[config.mk]
export PLATFORM = sky130hd
export DESIGN_NAME = run_control
export DESIGN_NICKNAME = d
export VERILOG_FILES = /design/src/rtl/run_control_pkg.sv /design/src/rtl/run_control_step_edge_detect.sv /design/src/rtl/run_control.sv
export SDC_FILE = /design/constraint.sdc
export NUM_CORES = 1
export LEC_CHECK = 0
export BUFFER_PORTS_ARGS = -buffer_cell sky130_fd_sc_hd__buf_2
export CORE_MARGIN = 2
export CORE_UTILIZATION = 45
export CTS_CLUSTER_SIZE = 40
export DETAILED_ROUTE_END_ITERATION = 16
export PLACE_DENSITY = 0.77
export SYNTH_ARGS = -nofsm -noshare
export SYNTH_HDL_FRONTEND = slang
export SYNTH_SLANG_ARGS = --single-unit
[constraint.sdc]
create_clock -name CLK -period 4.1 [get_ports CLK]
set_input_delay 0.615 -clock CLK [delete_from_list [all_inputs] [get_ports CLK]]
set_output_delay 0.615 -clock CLK [all_outputs]
set_load 0.03 [all_outputs]
[src/rtl/run_control_pkg.sv]
// Shared state encoding and default widths for the run/halt/step sequencer.
package run_control_pkg;

    typedef enum logic [1:0] {
        HALTED = 2'b00,
        RUN    = 2'b01,
        STEP   = 2'b10
    } state_t;

    localparam int DEF_PC_W  = 8;
    localparam int DEF_CNT_W = 8;

endpackage

[src/rtl/run_control_step_edge_detect.sv]
// Falling-edge detector on the synchronized active-low STEP pushbutton.
// One request per press; holding the button produces no repeat.
module step_edge_detect (
    input  logic CLK,
    input  logic RST_L,
    input  logic STEP_L,
    output logic step_req
);

    logic step_prev;

    always_ff @(posedge CLK) begin
        if (!RST_L) begin
            step_prev <= 1'b1;
        end else begin
            step_prev <= STEP_L;
        end
    end

    assign step_req = step_prev & ~STEP_L;

endmodule

[src/rtl/run_control.sv]
// Run/halt/step sequencer producing the registered core stall H; halts only at INSTR_DONE boundaries.
// Breakpoint compare and sticky BP_HIT exist only when RUN_CONTROL_BREAKPOINT_EN is defined.
module run_control
    import run_control_pkg::*;
#(
    parameter int PC_W  = DEF_PC_W,
    parameter int CNT_W = DEF_CNT_W
) (
    input  logic             CLK,
    input  logic             RST_L,
    input  logic             HALT,
    input  logic             STEP_L,
    input  logic [CNT_W-1:0] BURST,
    input  logic             INSTR_DONE,
    input  logic [PC_W-1:0]  PC,
    input  logic             BP_EN,
    input  logic [PC_W-1:0]  BP_ADDR,
    output logic             H,
    output logic [1:0]       STATE,
    output logic [CNT_W-1:0] STEPS_LEFT,
    output logic             BP_HIT,
    output logic [CNT_W-1:0] RETIRED
);

    localparam logic [CNT_W-1:0] ONE = CNT_W'(1);

    state_t           state, state_n;
    logic [CNT_W-1:0] steps_left, steps_n;
    logic [CNT_W-1:0] retired;
    logic             bp_hit, bp_hit_n;
    logic             h;
    logic             step_req;
    logic             bp_match;

    step_edge_detect u_step_edge (
        .CLK      (CLK),
        .RST_L    (RST_L),
        .STEP_L   (STEP_L),
        .step_req (step_req)
    );

`ifdef RUN_CONTROL_BREAKPOINT_EN
    assign bp_match = BP_EN && (PC == BP_ADDR);
`else
    logic unused_bp;
    assign unused_bp = BP_EN ^ (^BP_ADDR) ^ (^PC);
    assign bp_match  = 1'b0;
`endif

    always_comb begin
        state_n  = state;
        steps_n  = steps_left;
        bp_hit_n = bp_hit;
        case (state)
            HALTED: begin
                if (!bp_hit && !HALT) begin
                    state_n = RUN;
                end else if (step_req) begin
                    bp_hit_n = 1'b0;
                    if (!HALT) begin
                        state_n = RUN;
                    end else begin
                        state_n = STEP;
                        steps_n = (BURST == '0) ? ONE : BURST;
                    end
                end
            end
            RUN: begin
                if (INSTR_DONE) begin
                    if (bp_match) begin
                        state_n  = HALTED;
                        bp_hit_n = 1'b1;
                    end else if (HALT) begin
                        state_n = HALTED;
                    end
                end
            end
            STEP: begin
                if (INSTR_DONE) begin
                    if (bp_match) begin
                        state_n  = HALTED;
                        bp_hit_n = 1'b1;
                        steps_n  = '0;
                    end else if (!HALT) begin
                        state_n = RUN;
                        steps_n = '0;
                    end else if (steps_left == ONE) begin
                        state_n = HALTED;
                        steps_n = '0;
                    end else begin
                        steps_n = steps_left - ONE;
                    end
                end else if (!HALT) begin
                    // Leaving halt mode mid-burst abandons the remaining count.
                    state_n = RUN;
                    steps_n = '0;
                end
            end
            default: begin
                state_n = HALTED;
                steps_n = '0;
            end
        endcase
    end

    always_ff @(posedge CLK) begin
        if (!RST_L) begin
            state      <= HALTED;
            h          <= 1'b1;
            steps_left <= '0;
            bp_hit     <= 1'b0;
            retired    <= '0;
        end else begin
            state      <= state_n;
            h          <= (state_n == HALTED);
            steps_left <= steps_n;
            bp_hit     <= bp_hit_n;
            // A retirement while stalled is a core protocol error and is not counted.
            if (INSTR_DONE && !h) begin
                retired <= retired + ONE;
            end
        end
    end

    assign H          = h;
    assign STATE      = state;
    assign STEPS_LEFT = steps_left;
    assign BP_HIT     = bp_hit;
    assign RETIRED    = retired;

endmodule
==> metrics.txt, run 1 <==
status finished, final reports clean; Root Buffer clkbuf_4; Hold Fails Final Rpt 0; EDFF count, synth 0; Ports 50; Post-CTS Hold Fix Bufs 0; clk_lat worst skew 300 ps; Synth top area share 0.360; Num CTS Buffers 3; initial DRC count 10; Worst Skew 16.8 ps; synth warn 0; Via density 5.61; CP cell instances ha_1 -> nor3b_1 -> a21oi_2 -> a21boi_1 -> o221a_1; Tcrit/Tclk final 0.414; internal power 294 uW; clock power share 0.270; TritonCTS clock tree built; TNS Setup 0 ps; pwr/cell area 329 mW/mm2; Post-Place Cells 180; Critical-path top delay cell dfxtp_1; CORE AREA 0.00241 mm2; dpl ws 2250 ps; Main synth FF type dfxtp_1; Hold/Removal Path Class input port to register; Syn Nets 160; Starting Density 0.462; Pins Over Slew Limit 0; antenna-violating nets left 0; max-cap viol count 0; fin cells 184; switching power of the nets 131 uW; Die X 53.7 um; mean post-synth cell area 8.76 um2; unrepaired setup endpoints after global routing false; routed len/inst 13.0 um; Synth Cell Area 0.00111 mm2; Distinct cells, synth 46; Leakage 0.000579 uW; fmax 0.589 GHz; largest net degree at the start of global routing 21; HPWL Detailed 1.79 mm; sequential share of power 0.507; Overflow after GRT 0; worst setup margin 2400 ps; Resize count post-CTS 0; switching share of total power 0.308; Post-CTS Setup Inserts 0; vias 1033; Rows 18; crit path max fanout 7; htree depth 1; Crit path arrival time 1880 ps; total power draw 424 uW; gpl congestion 0.823; GRT Util Overall 0.185; Diodes inserted 0; PortBufs 31; crit-path max cell delay 410 ps; Residual DRC 0; post-synthesis sequential area ratio 0.360; count of state elements after synthesis 20; Nets 188; Post-Route WL 2.39 mm; part of the power in combinational logic 0.222; Die Span Y 53.7 um; TritonRoute pass-1 iters 4; slew margin rel. 0.644; clk sink count 20; number of global-route vias before repair 916; Mapped Cells 127; share of cells above drive strength 1 0.273; crit start category register; Layout area overhead 16.1%; WP data required 4290 ps; global-route wire length before repair 3.96 mm; Worst setup EP type register; antenna violations before repair 0; worst slew pin tran 532 ps; synth top area cells dfxtp_1 (36%), nand2_1 (4.7%), xnor2_1 (4.7%); CP Class register to register; post-layout min period 1700 ps; area leader, netlist dfxtp_1; endpoints failing setup 0; ys async rst share 0; CTS max path bufs 2; Peak VDD IR 175 uV; Clock transition at path regs 130 ps; full die area 0.00289 mm2
==> worst paths after layout <==
path / end / start / depth (start not counted) / slack [ps]
worst max-delay path: STEPS_LEFT[5] / STEPS_LEFT[0] / 5 / 2400
worst max register to register: STEPS_LEFT[5] / STEPS_LEFT[0] / 5 / 2400
worst min register to register: STEPS_LEFT[2] / STEPS_LEFT[2] / 2 / 530
worst min-delay path: u_step_edge.step_prev / STEP_L / 3 / 530
==> critical path, delay by kind of cell (launching register included) <==
kind	cells	cell delay, ps
compound gates	3	580
flops	1	410
simple gates	1	380
fa+ha+maj	1	210
==> sequential cells by signal, summed over array words and instances (netlist names) <==
register / count
RETIRED: 8
STEPS_LEFT: 8
STATE: 2
H: 1
u_step_edge.step_prev: 1
==> synthesized netlist by cell type, types with 2 or more instances <==
library cell	number
dfxtp_1	20
nand2_1	14
and2_1	7
xnor2_1	6
a21oi_1	5
nand4_1	5
clkbuf_1	4
inv_1	4
nand2b_1	4
o22ai_1	4
ha_1	3
nor2_1	3
nor2b_1	3
o21a_1	3
a21boi_1	2
a22oi_1	2
and3_1	2
buf_6	2
nor3_1	2
nor4_1	2
nor4bb_1	2
o21ai_0	2
o21ai_1	2
or4_1	2
==> kinds of logic after synthesis <==
kind of cell               after synthesis  share of synthesized area
other                                    1                    0.00337
muxes                                    1                    0.00900
buffers and inverters                   12                     0.0585
DFF                                     20                      0.360
adders and majority gates                3                     0.0337
AOI/OAI and AO/OA                       31                      0.200
and+or+nand+nor                         52                      0.280
xor gates and xnor gates                 7                     0.0551
==> per-layer routing <==
layer / wire length, um / global-route usage
met3: 109 / 0.0250
met5: 0 / 0
met4: 12 / 0.0513
met1: 1080 / 0.226
met2: 1180 / 0.335
==> through the flow <==
stage                     hold WS (ps)  area (um2)  utilization
after floorplan                    507        1110            -
after global placement             497        1250        0.521
after detailed placement           504        1250        0.521
after CTS                          524        1290        0.536
after global routing               533        1290        0.536
final                              527        1290        0.536
==> cells in the final DEF, fill, tap and decap left out, drive strengths merged <==
cell type	n
o211a	1
o221a	1
conb	1
inv	4
clkbuf	4
a21oi	6
o21ai	4
nor2	3
nor4	3
a2111oi	1
nand4	5
xnor2	6
and3	2
nand2	14
a211oi	1
nor4bb	2
nor3b	1
buf	31
nand2b	4
or3	1
and2	7
o22a	2
nand4b	1
ha	3
or2	1
dfxtp	20
mux2i	1
a31oi	1
a21boi	3
o31ai	1
o211ai	1
or4	3
o21a	3
xor2	1
a22oi	2
nor2b	3
o22ai	4
nor3	2
==> power by group through the flow <==
stage	Clock (uW)	Combinational [uW]	Sequential [uW]
2_1_floorplan	0	58.5	233
3_3_place_gp	0	91.9	219
3_5_place_dp	0	94.1	220
4_1_cts	118	94.6	215
5_1_grt	124	104	217
6_report	115	94.3	215
==> final cells by class <==
| type | instances | area [um2] |
|---|---|---|
| inverter | 4 | 15.0 |
| tap | 30 | 37.5 |
| clock buffer | 4 | 36.3 |
| sequential | 20 | 400 |
| multi-input combinational | 95 | 647 |
| timing repair buffer | 31 | 155 |
| fill | 228 | 1120 |
(Power assumes the default switching activity.)
==> run 2: changes to the inputs <==
--- a/config.mk
+++ b/config.mk
@@ -6,11 +6,12 @@
 export NUM_CORES = 1
 export LEC_CHECK = 0
 export BUFFER_PORTS_ARGS = -buffer_cell sky130_fd_sc_hd__buf_2
+export CORE_ASPECT_RATIO = 2
 export CORE_MARGIN = 2
-export CORE_UTILIZATION = 45
+export CORE_UTILIZATION = 41
 export CTS_CLUSTER_SIZE = 40
 export DETAILED_ROUTE_END_ITERATION = 16
-export PLACE_DENSITY = 0.77
+export PLACE_DENSITY = 0.74
 export SYNTH_ARGS = -nofsm -noshare
 export SYNTH_HDL_FRONTEND = slang
 export SYNTH_SLANG_ARGS = --single-unit
==> constraint.sdc (replaced) <==
create_clock -name CLK -period 1.4 [get_ports CLK]
set_input_delay 0.21 -clock CLK [delete_from_list [all_inputs] [get_ports CLK]]
set_output_delay 0.21 -clock CLK [all_outputs]
set_load 0.03 [all_outputs]
==> metrics.txt, run 2 (same netlist as run 1, synthesis figures left out) <==
antenna violations before repair 0; Leakage 0.000791 uW; total power draw 1520 uW; vias 1247; unrepaired setup endpoints after global routing true; share of cells above drive strength 1 0.538; Root Buffer clkbuf_8; fin util 0.679; WP data required 1600 ps; failing checks setup timing; Crit path arrival time 1790 ps; Final Cell Area 0.00175 mm2; CP Class register to register; RR Endpoint H; PortBufs 31; crit start category register; endpoints failing setup 9; DR WL met3 214 um; initial DRC count 41; max-cap viol count 0; M1 WL 1.21 mm; WHS 203 ps; Hold Fails Final Rpt 0; HPWL Detailed 2.32 mm; Worst setup EP type register; Pins Over Slew Limit 0; Die Span Y 77.7 um; Hold Path End u_step_edge.step_prev; Peak VDD IR 510 uV; post-place instance area 0.00145 mm2; largest net degree at the start of global routing 13; Overflow after GRT 0; r2r setup slk -190 ps; TritonCTS clock tree built; hold_sp STEP_L; Diodes inserted 0; Worst Skew 10.8 ps; antenna-violating nets left 0; Rows 26; TNS Setup -1170 ps; worst setup margin -187 ps; CTS max path bufs 2; CORE AREA 0.00257 mm2; clk_lat worst skew 260 ps; fmax 0.630 GHz; Clock transition at path regs 80 ps; number of global-route vias before repair 1229; met2 wire length 2.07 mm; worst r2r path cells 8; full die area 0.00317 mm2; post-layout min period 1590 ps; GRT Util Overall 0.232; most common cell after layout, fill and taps aside buf_2; clk sink count 20; TritonRoute pass-1 iters 4; gpl congestion 0.856; Post-Route WL 3.59 mm; # fillers 208; Residual DRC 0; Via density 5.83; crit path max fanout 3; Ports 50; Layout area overhead 56.9%; Nets 220; Tcrit/Tclk final 1.13; Num CTS Buffers 3; r2r startpoint STEPS_LEFT[1]; Hold/Removal Path Class input port to register; status complete, but fails checks; global-route wire length before repair 5.24 mm; Die X 40.8 um; most frequent cells in the layout buf_2 (31), buf_4 (24), nand2_1 (13), dfxtp_1 (12); Post-CTS Hold Fix Bufs 0; routed len/inst 16.8 um; hold depth 3; htree depth 1; Starting Density 0.433; max layer used met4; pwr/cell area 869 mW/mm2
[run 2: cell types whose count changed in the layout (fill, tap and decap cells not counted), moves of 3 or more]
cell      change
dfxtp_2       +5
clkbuf_4      -3
buf_6         +7
buf_4        +24
dfxtp_1       -8
dfxtp_4       +3
[run 2: through the flow]
step                cells  worst slack [ps]
finish                214              -187
global route          214              -271
CTS                   211              -140
detailed placement    202              -168
global placement      202              -118
floorplan             127              -195
[run 2: worst max-delay path by stage]
stage | startpoint | cells after the start | endpoint | slack [ps]
after floorplan | STEPS_LEFT[1] | 5 | STEPS_LEFT[5] | -190
after global placement | STEPS_LEFT[3] | 4 | STEPS_LEFT[6] | -120
after detailed placement | STEPS_LEFT[1] | 5 | STEPS_LEFT[5] | -170
after CTS | STEPS_LEFT[1] | 4 | STEPS_LEFT[5] | -140
after global routing | STEPS_LEFT[1] | 8 | H | -270
final | STEPS_LEFT[1] | 8 | H | -190
[run 2: timing repair]
action,in CTS,in global routing
setup endpoints to repair,9,10
gates cloned,1,0
pin swaps,12,15
buffers inserted,4,3
gates resized for setup,28,11
[run 2: worst max-delay path, cell delays in order, from the launching register on]
cell,delay [ps]
dfxtp_4,360
buf_6,110
inv_4,50
ha_4,130
nor3b_4,290
buf_4,190
nand4_1,110
nor4bb_4,180
nor2_1,110
[run 2: where the power goes]
| group | switching, uW | leakage [uW] | internal [uW] |
|---|---|---|---|
| clock network | 188 | 0.0000228 | 203 |
| registers | 25.8 | 0.000167 | 595 |
| logic | 276 | 0.000600 | 229 |
[run 2: layout make-up]
| class | count | area [um2] | share of cell area |
|---|---|---|---|
| multi-input cells | 96 | 816 | 0.467 |
| clock buffers | 4 | 45.0 | 0.0258 |
| well taps | 28 | 35.0 | 0.0201 |
| repair buffers | 62 | 414 | 0.237 |
| flip-flops and latches | 20 | 418 | 0.239 |
| inverters | 4 | 17.5 | 0.0100 |
[run 2: layer usage]
layer,vias to the layer above,global-route usage
met5,-,0
met4,0,0.110
met3,12,0.0314
met2,59,0.417
met1,594,0.228
li1,582,-
